**src/rtl/prefix_sum_stage.sv**
```systemverilog
// prefix_sum_stage: final parallel-prefix adder stage; group carries, in-group ripple and flags behind a 2-deep valid/ready pipeline
module prefix_sum_stage #(
  parameter int INPUTSIZE = 32,
  parameter int GROUPSIZE = 4,
  localparam int TREESIZE = INPUTSIZE / GROUPSIZE
) (
  input  logic                  clk,
  input  logic                  rst,
  input  logic                  in_valid,
  output logic                  in_ready,
  input  logic [INPUTSIZE-1:0]  p,
  input  logic [INPUTSIZE-1:0]  g,
  input  logic [2*TREESIZE-1:0] gp_prefix,
  input  logic                  cin,
  output logic                  out_valid,
  input  logic                  out_ready,
  output logic [INPUTSIZE-1:0]  sum,
  output logic                  cout,
  output logic                  overflow,
  output logic                  zero
);
  logic                 r_a_valid;
  logic [INPUTSIZE-1:0] r_a_p, r_a_g;
  logic [TREESIZE-1:0]  r_a_cg;
  logic                 r_a_cout;
  logic [TREESIZE-1:0]  w_cg;
  logic                 w_cout, w_b_load, w_in_xfer, w_ripple;
  logic [INPUTSIZE-1:0] w_c, w_sum;
  // group prefixes exclude cin, so fold it in here
  always_comb begin
    w_cg = '0;
    w_cg[0] = cin;
    for (int k = 1; k < TREESIZE; k++) w_cg[k] = gp_prefix[2*k-1] | (gp_prefix[2*k-2] & cin);
  end
  assign w_cout = gp_prefix[2*TREESIZE-1] | (gp_prefix[2*TREESIZE-2] & cin);
  always_comb begin
    w_ripple = 1'b0;
    w_c = '0;
    for (int i = 0; i < INPUTSIZE; i++) begin
      w_ripple = (i % GROUPSIZE == 0) ? r_a_cg[i / GROUPSIZE] : w_ripple;
      w_c[i] = w_ripple;
      w_ripple = r_a_g[i] | (r_a_p[i] & w_ripple);
    end
  end
  assign w_sum     = r_a_p ^ w_c;
  assign w_b_load  = ~out_valid | out_ready;
  assign in_ready  = ~r_a_valid | w_b_load;
  assign w_in_xfer = in_valid & in_ready;
  always_ff @(posedge clk) begin
    if (rst) begin
      r_a_valid <= 1'b0;
      r_a_p     <= '0;
      r_a_g     <= '0;
      r_a_cg    <= '0;
      r_a_cout  <= 1'b0;
      out_valid <= 1'b0;
      sum       <= '0;
      cout      <= 1'b0;
      overflow  <= 1'b0;
      zero      <= 1'b0;
    end else begin
      if (in_ready) r_a_valid <= in_valid;
      if (w_in_xfer) begin
        r_a_p    <= p;
        r_a_g    <= g;
        r_a_cg   <= w_cg;
        r_a_cout <= w_cout;
      end
      if (w_b_load) out_valid <= r_a_valid;
      if (w_b_load & r_a_valid) begin
        sum      <= w_sum;
        cout     <= r_a_cout;
        overflow <= w_c[INPUTSIZE-1] ^ r_a_cout;
        zero     <= ~|w_sum;
      end
    end
  end
endmodule

```
**config.mk**
```make
export PLATFORM = sky130hd
export DESIGN_NAME = prefix_sum_stage
export DESIGN_NICKNAME = d
export VERILOG_FILES = /design/src/rtl/prefix_sum_stage.sv
export SDC_FILE = /design/constraint.sdc
export NUM_CORES = 1
export LEC_CHECK = 0
export ABC_AREA = 0
export BUFFER_PORTS_ARGS = -buffer_cell sky130_fd_sc_hd__buf_2
export CAP_MARGIN = 20
export CORE_UTILIZATION = 51
export DETAILED_ROUTE_END_ITERATION = 10
export PLACE_DENSITY = 0.79
export RECOVER_POWER = 50
export SETUP_SLACK_MARGIN = 0.02
export SYNTH_ARGS = -nofsm -noshare
export SYNTH_HDL_FRONTEND = slang
export SYNTH_SLANG_ARGS = --single-unit
```
**constraint.sdc**
```tcl
create_clock -name clk -period 2.8 [get_ports clk]
set_input_delay 0.28 -clock clk [delete_from_list [all_inputs] [get_ports clk]]
set_output_delay 0.28 -clock clk [all_outputs]
set_load 0.01 [all_outputs]
```
=== Yosys cells after proc, flatten, opt, wreduce, memory -nomap -nowiden ===
Index checks and enable logic that the tools add are counted.

* Bits in registers: 109
* Output and inout bits: 37
* Input port bits: 85
* Word-level logic and storage cells: 84

* Reduce and logical (&&, ||, !) cells: 2
* Bitwise logic cells: 72

{| class="wikitable"
|+ Operator list
! kind !! count
|-
| $and A1 B1 Y1 || 34
|-
| $or A1 B1 Y1 || 34
|-
| $reduce_or A32 Y1 || 1
|-
| $xor A32 B32 Y32 || 1
|-
| $not A1 Y1 || 2
|-
| $logic_not A1 Y1 || 1
|-
| $xor A1 B1 Y1 || 1
|}

=== Depth between registers and ports, before layout ===
* Word-level depth: 9
* Gate-level depth with buffers: 9
* Gate-level depth less buffers: 9

=== Worst setup path after synthesis ===
No wires, ideal clock.

* Kind: register to register
* Start: reg r_a_p[8]
* End: reg zero
* Cell stages (with the launch flop): 10
* Path buffers: 0
* Setup slack: 0.224 ns
* Setup time: 0.087 ns
* Period minus slack after synthesis: 2.576 ns
* Data arrival time: 2.489 ns
* Data required time: 2.713 ns
* Cell sequence: dfxtp_1 > ha_1 > or2_2 > ha_1 > or2_2 > ha_1 > nor4_1 > nand4_1 > or4_1 > o31ai_1

* Elaborated cells between the ends (all ways): 9
* Classes of those cells: 7 x bitwise; 2 x reduce/logical

{| class="wikitable"
|+ RTL lines
! element !! RTL line !! source
|-
| start: declaration || 23 || <nowiki>logic [INPUTSIZE-1:0] r_a_p, r_a_g;</nowiki>
|-
| start signal: assignment || 64 || <nowiki>r_a_p <= p;</nowiki>
|-
| $and A1 B1 Y1 || 42 || <nowiki>w_ripple = r_a_g[i] | (r_a_p[i] & w_ripple);</nowiki>
|-
| $or A1 B1 Y1 || 42 ||
|-
| $and A1 B1 Y1 || 42 ||
|-
| $or A1 B1 Y1 || 42 ||
|-
| $xor A32 B32 Y32 || 45 || <nowiki>assign w_sum = r_a_p ^ w_c;</nowiki>
|-
| via w_sum[10] || 28 || <nowiki>logic [INPUTSIZE-1:0] w_c, w_sum;</nowiki>
|-
| $reduce_or A32 Y1 || 74 || <nowiki>zero <= ~|w_sum;</nowiki>
|-
| $logic_not A1 Y1 || 74 ||
|-
| end signal: assignment || 74 ||
|-
| end: declaration || 20 || <nowiki>output logic zero</nowiki>
|}

The timed path passes the listed nets, and every way through them passes these cells.
A chain may end at the register's enable or synchronous reset.

=== Worst setup path after layout ===
Ends and elaborated chain as after synthesis.

==> summary.txt <==
Outcome
  • Status: complete, but fails checks
  • Violated checks: max-capacitance violations, max-slew violations

Layout
  • Final Util: 64.09%
  • Layout area overhead: 20.87%
  • Diode count: 0
  • Share of cells above drive strength 1: 20.68%
  • Layout Nets: 718

Drt
  • Antenna viol nets, final: 0
  • Vias/cell: 5.204
  • Initial detailed-routing violation count: 147
  • DR WL/cell: about 14 um
  • Drt total wl: 10.05 mm
  • # DRC: 0
  • TritonRoute pass-1 iters: 4
  • Vias: 3726

Timing
  • Hold Vio Cnt, Final: 0
  • Slew HR: -7.352%
  • Fmax: 372.4 MHz
  • Worst-Margin Slew: 1.610 ns
  • Post-route minimum period: 2.686 ns
  • Final slew viol count: 35
  • Clock skew: 0.01181 ns
  • TNS Setup: 0 ns
  • Hold Slack: 0.1366 ns
  • Final worst-path cycle share: a little over nine tenths
  • RSZ-0062 raised after global routing: false
  • Final setup violating endpoints: 0

Pwr
  • PD cells: between 500 and 600 nW/um^2
  • Leak: between 2 and 2.5 nW
  • Total power: ~3.0 mW
  • Peak VDD IR: 0.0002963 V

Worst setup path
  • Worst endpoint data arrival time: 2.96 ns
  • Critical path required time: 3.07 ns
  • Largest fanout on the critical path: 2
  • WS Path Type: register to register
  • Startpoint types: register
  • CP Capture Type: register

CTS
  • Clock sink count: 102
  • H-tree depth: 3
  • Worst skew pair latency: ~0.36 ns
  • Clk slew on worst S/H paths: 0.11 ns
  • Post-cts hold buffer count: 0
  • Root Buffer Master: clkbuf_8
  • Num CTS Buffers: 9
  • Clk buf depth: 2
  • Setup bufs post-CTS: 0
  • CTS tree: built

Die
  • Die area: 8440 sq um
  • Die height: 91.87 um
  • Starting density of the core: 53.03%
  • Core Rows: 32
  • Core box area: just under 8000 sq um
  • Die W: 91.87 um
  • Ports: about 120

Synth
  • Area share of fa/ha/maj cells after synthesis: 7.290%
  • Most instantiated cells after synthesis: nand2_1 (184), dfxtp_1 (102), a21oi_1 (93)
  • Number of synthesized flops with an enable pin: 0
  • Synthesis Warnings: 0
  • Main combinational cell family by area after synthesis: simple AND/OR/NAND/NOR gates
  • Post-synthesis compound-gate area fraction: 12.94%
  • Mapped Area: 4119 sq um
  • Largest area contributor in the synthesized netlist: dfxtp_1
  • Avg Cell Area, Syn: 8.014 sq um
  • Ys async rst share: 0%
  • Synth Area in Simple Gates: 24.70%
  • Synth Flop Type: dfxtp_1
  • Xor/xnor share of the synthesized area: about 1.9%
  • Yosys top cell area share: ~50%
  • FF+latch count, synth: 102
  • Synth unique cells: 22
  • Mux cell area share after synthesis: 0%
  • Post-Syn Nets: 623
  • Post-synthesis sequential area ratio: around half
  • Syn Inst Count: 514
  • Top cells by area, synth: dfxtp_1 (50%), nand2_1 (17%), a21oi_1 (11%)
  • Most common cell in the netlist: nand2_1

Global routing
  • Largest net degree at the start of global routing: 74
  • Gr usage total: 24.16%
  • Global route overflow: 0
  • Initial antenna violation count: 0
  • First-pass GRT wire length: around 16 mm
  • Number of global-route vias before repair: around 3500

Worst hold path
  • Min-Delay Path Class: input pin to register

Place
  • I/O Buffers: 113
  • GPL Wtd Cong: around 0.8
  • Final HPWL from detailed placement: 6.737 mm

Job
  • Number of max-cap violations: 1
-- per-stage QoR --
stage	worst slack, ns	area, sq um	instances
after floorplan	0.2237	4119	514
after global placement	-0.006495	4737	700
after detailed placement	-0.1055	4737	700
after CTS	0.04997	4979	716
after global routing	0.02698	4979	716
final	0.1144	4979	716
-- state kept, by name (all words and copies together), names as in the netlist --
name	cells
overflow	1
zero	1
r_a_valid	1
r_a_g	24
out_valid	1
sum	32
r_a_cout	1
r_a_cg	8
cout	1
r_a_p	32
-- where the power goes --
| part | internal (mW) | switching [mW] | total, mW |
|---|---|---|---|
| logic | 0.180 | 0.239 | 0.418 |
| clock network | 0.442 | 0.519 | 0.961 |
| registers | 1.53 | 0.0463 | 1.58 |
-- critical path, stage by stage (launching register included) --
cell and delay, ns:
dfxtp_2 0.34, ha_1 0.18, or2_2 0.27, ha_1 0.19
or2_4 0.24, ha_4 0.23, nor4_4 0.27, nand4_1 0.15
or4_1 0.49, o31ai_1 0.24
-- final cells by class --
| class | instances | area, sq um |
|---|---|---|
| Inverter | 1 | 3.754 |
| Sequential cell | 102 | 2047 |
| Clock inverter | 6 | 70.07 |
| Multi-Input combinational cell | 377 | 2031 |
| Clock buffer | 10 | 137.6 |
| Tap cell | 102 | 127.6 |
| Fill cell | 686 | 2789 |
| Timing Repair Buffer | 118 | 561.8 |
-- logic make-up after synthesis --
family	Yosys count
compound gates	102
xor+xnor	9
fa+ha+maj	24
buf+inv	35
flops	102
simple gates	242
-- placed cells by master, fill, tap and decap left out, drive strengths merged, types with 5 or more instances in the layout --
cell type	Yosys	routed
a211oi	8	8
or2	16	16
nor2	19	19
buf	8	78
xnor2	9	9
nand2	184	184
nor3	8	8
dfxtp	102	102
ha	24	24
clkbuf	26	50
a21oi	93	93
nor4	5	5
-- metal layers --
metal / up-vias / wire (um) / track usage (%)
li1: 1875 / - / -
met1: 1740 / 4488 / 30.66
met2: 97 / 4950 / 41.04
met3: 14 / 449 / 4.395
met4: 0 / 161 / 8.594
met5: - / 0 / 0
-- worst paths after layout --
kind,from,end,slack (ns),depth (start not counted)
min reg2reg,r_a_g[17]$_SDFFE_PP0P_,r_a_g[17]$_SDFFE_PP0P_,0.46,2
max reg2reg,r_a_p[8]$_SDFFE_PP0P_,zero$_SDFFE_PP0P_,0.11,9
max,r_a_p[8]$_SDFFE_PP0P_,zero$_SDFFE_PP0P_,0.11,9
min,g[5],r_a_g[5]$_SDFFE_PP0P_,0.14,3
-- repair_timing --
item                                    CTS  global route
pin swaps                                 3             6
endpoints found under the setup margin    1             1
gates resized for setup                   4            11
Note: power is estimated with default switching activity, not from simulation.
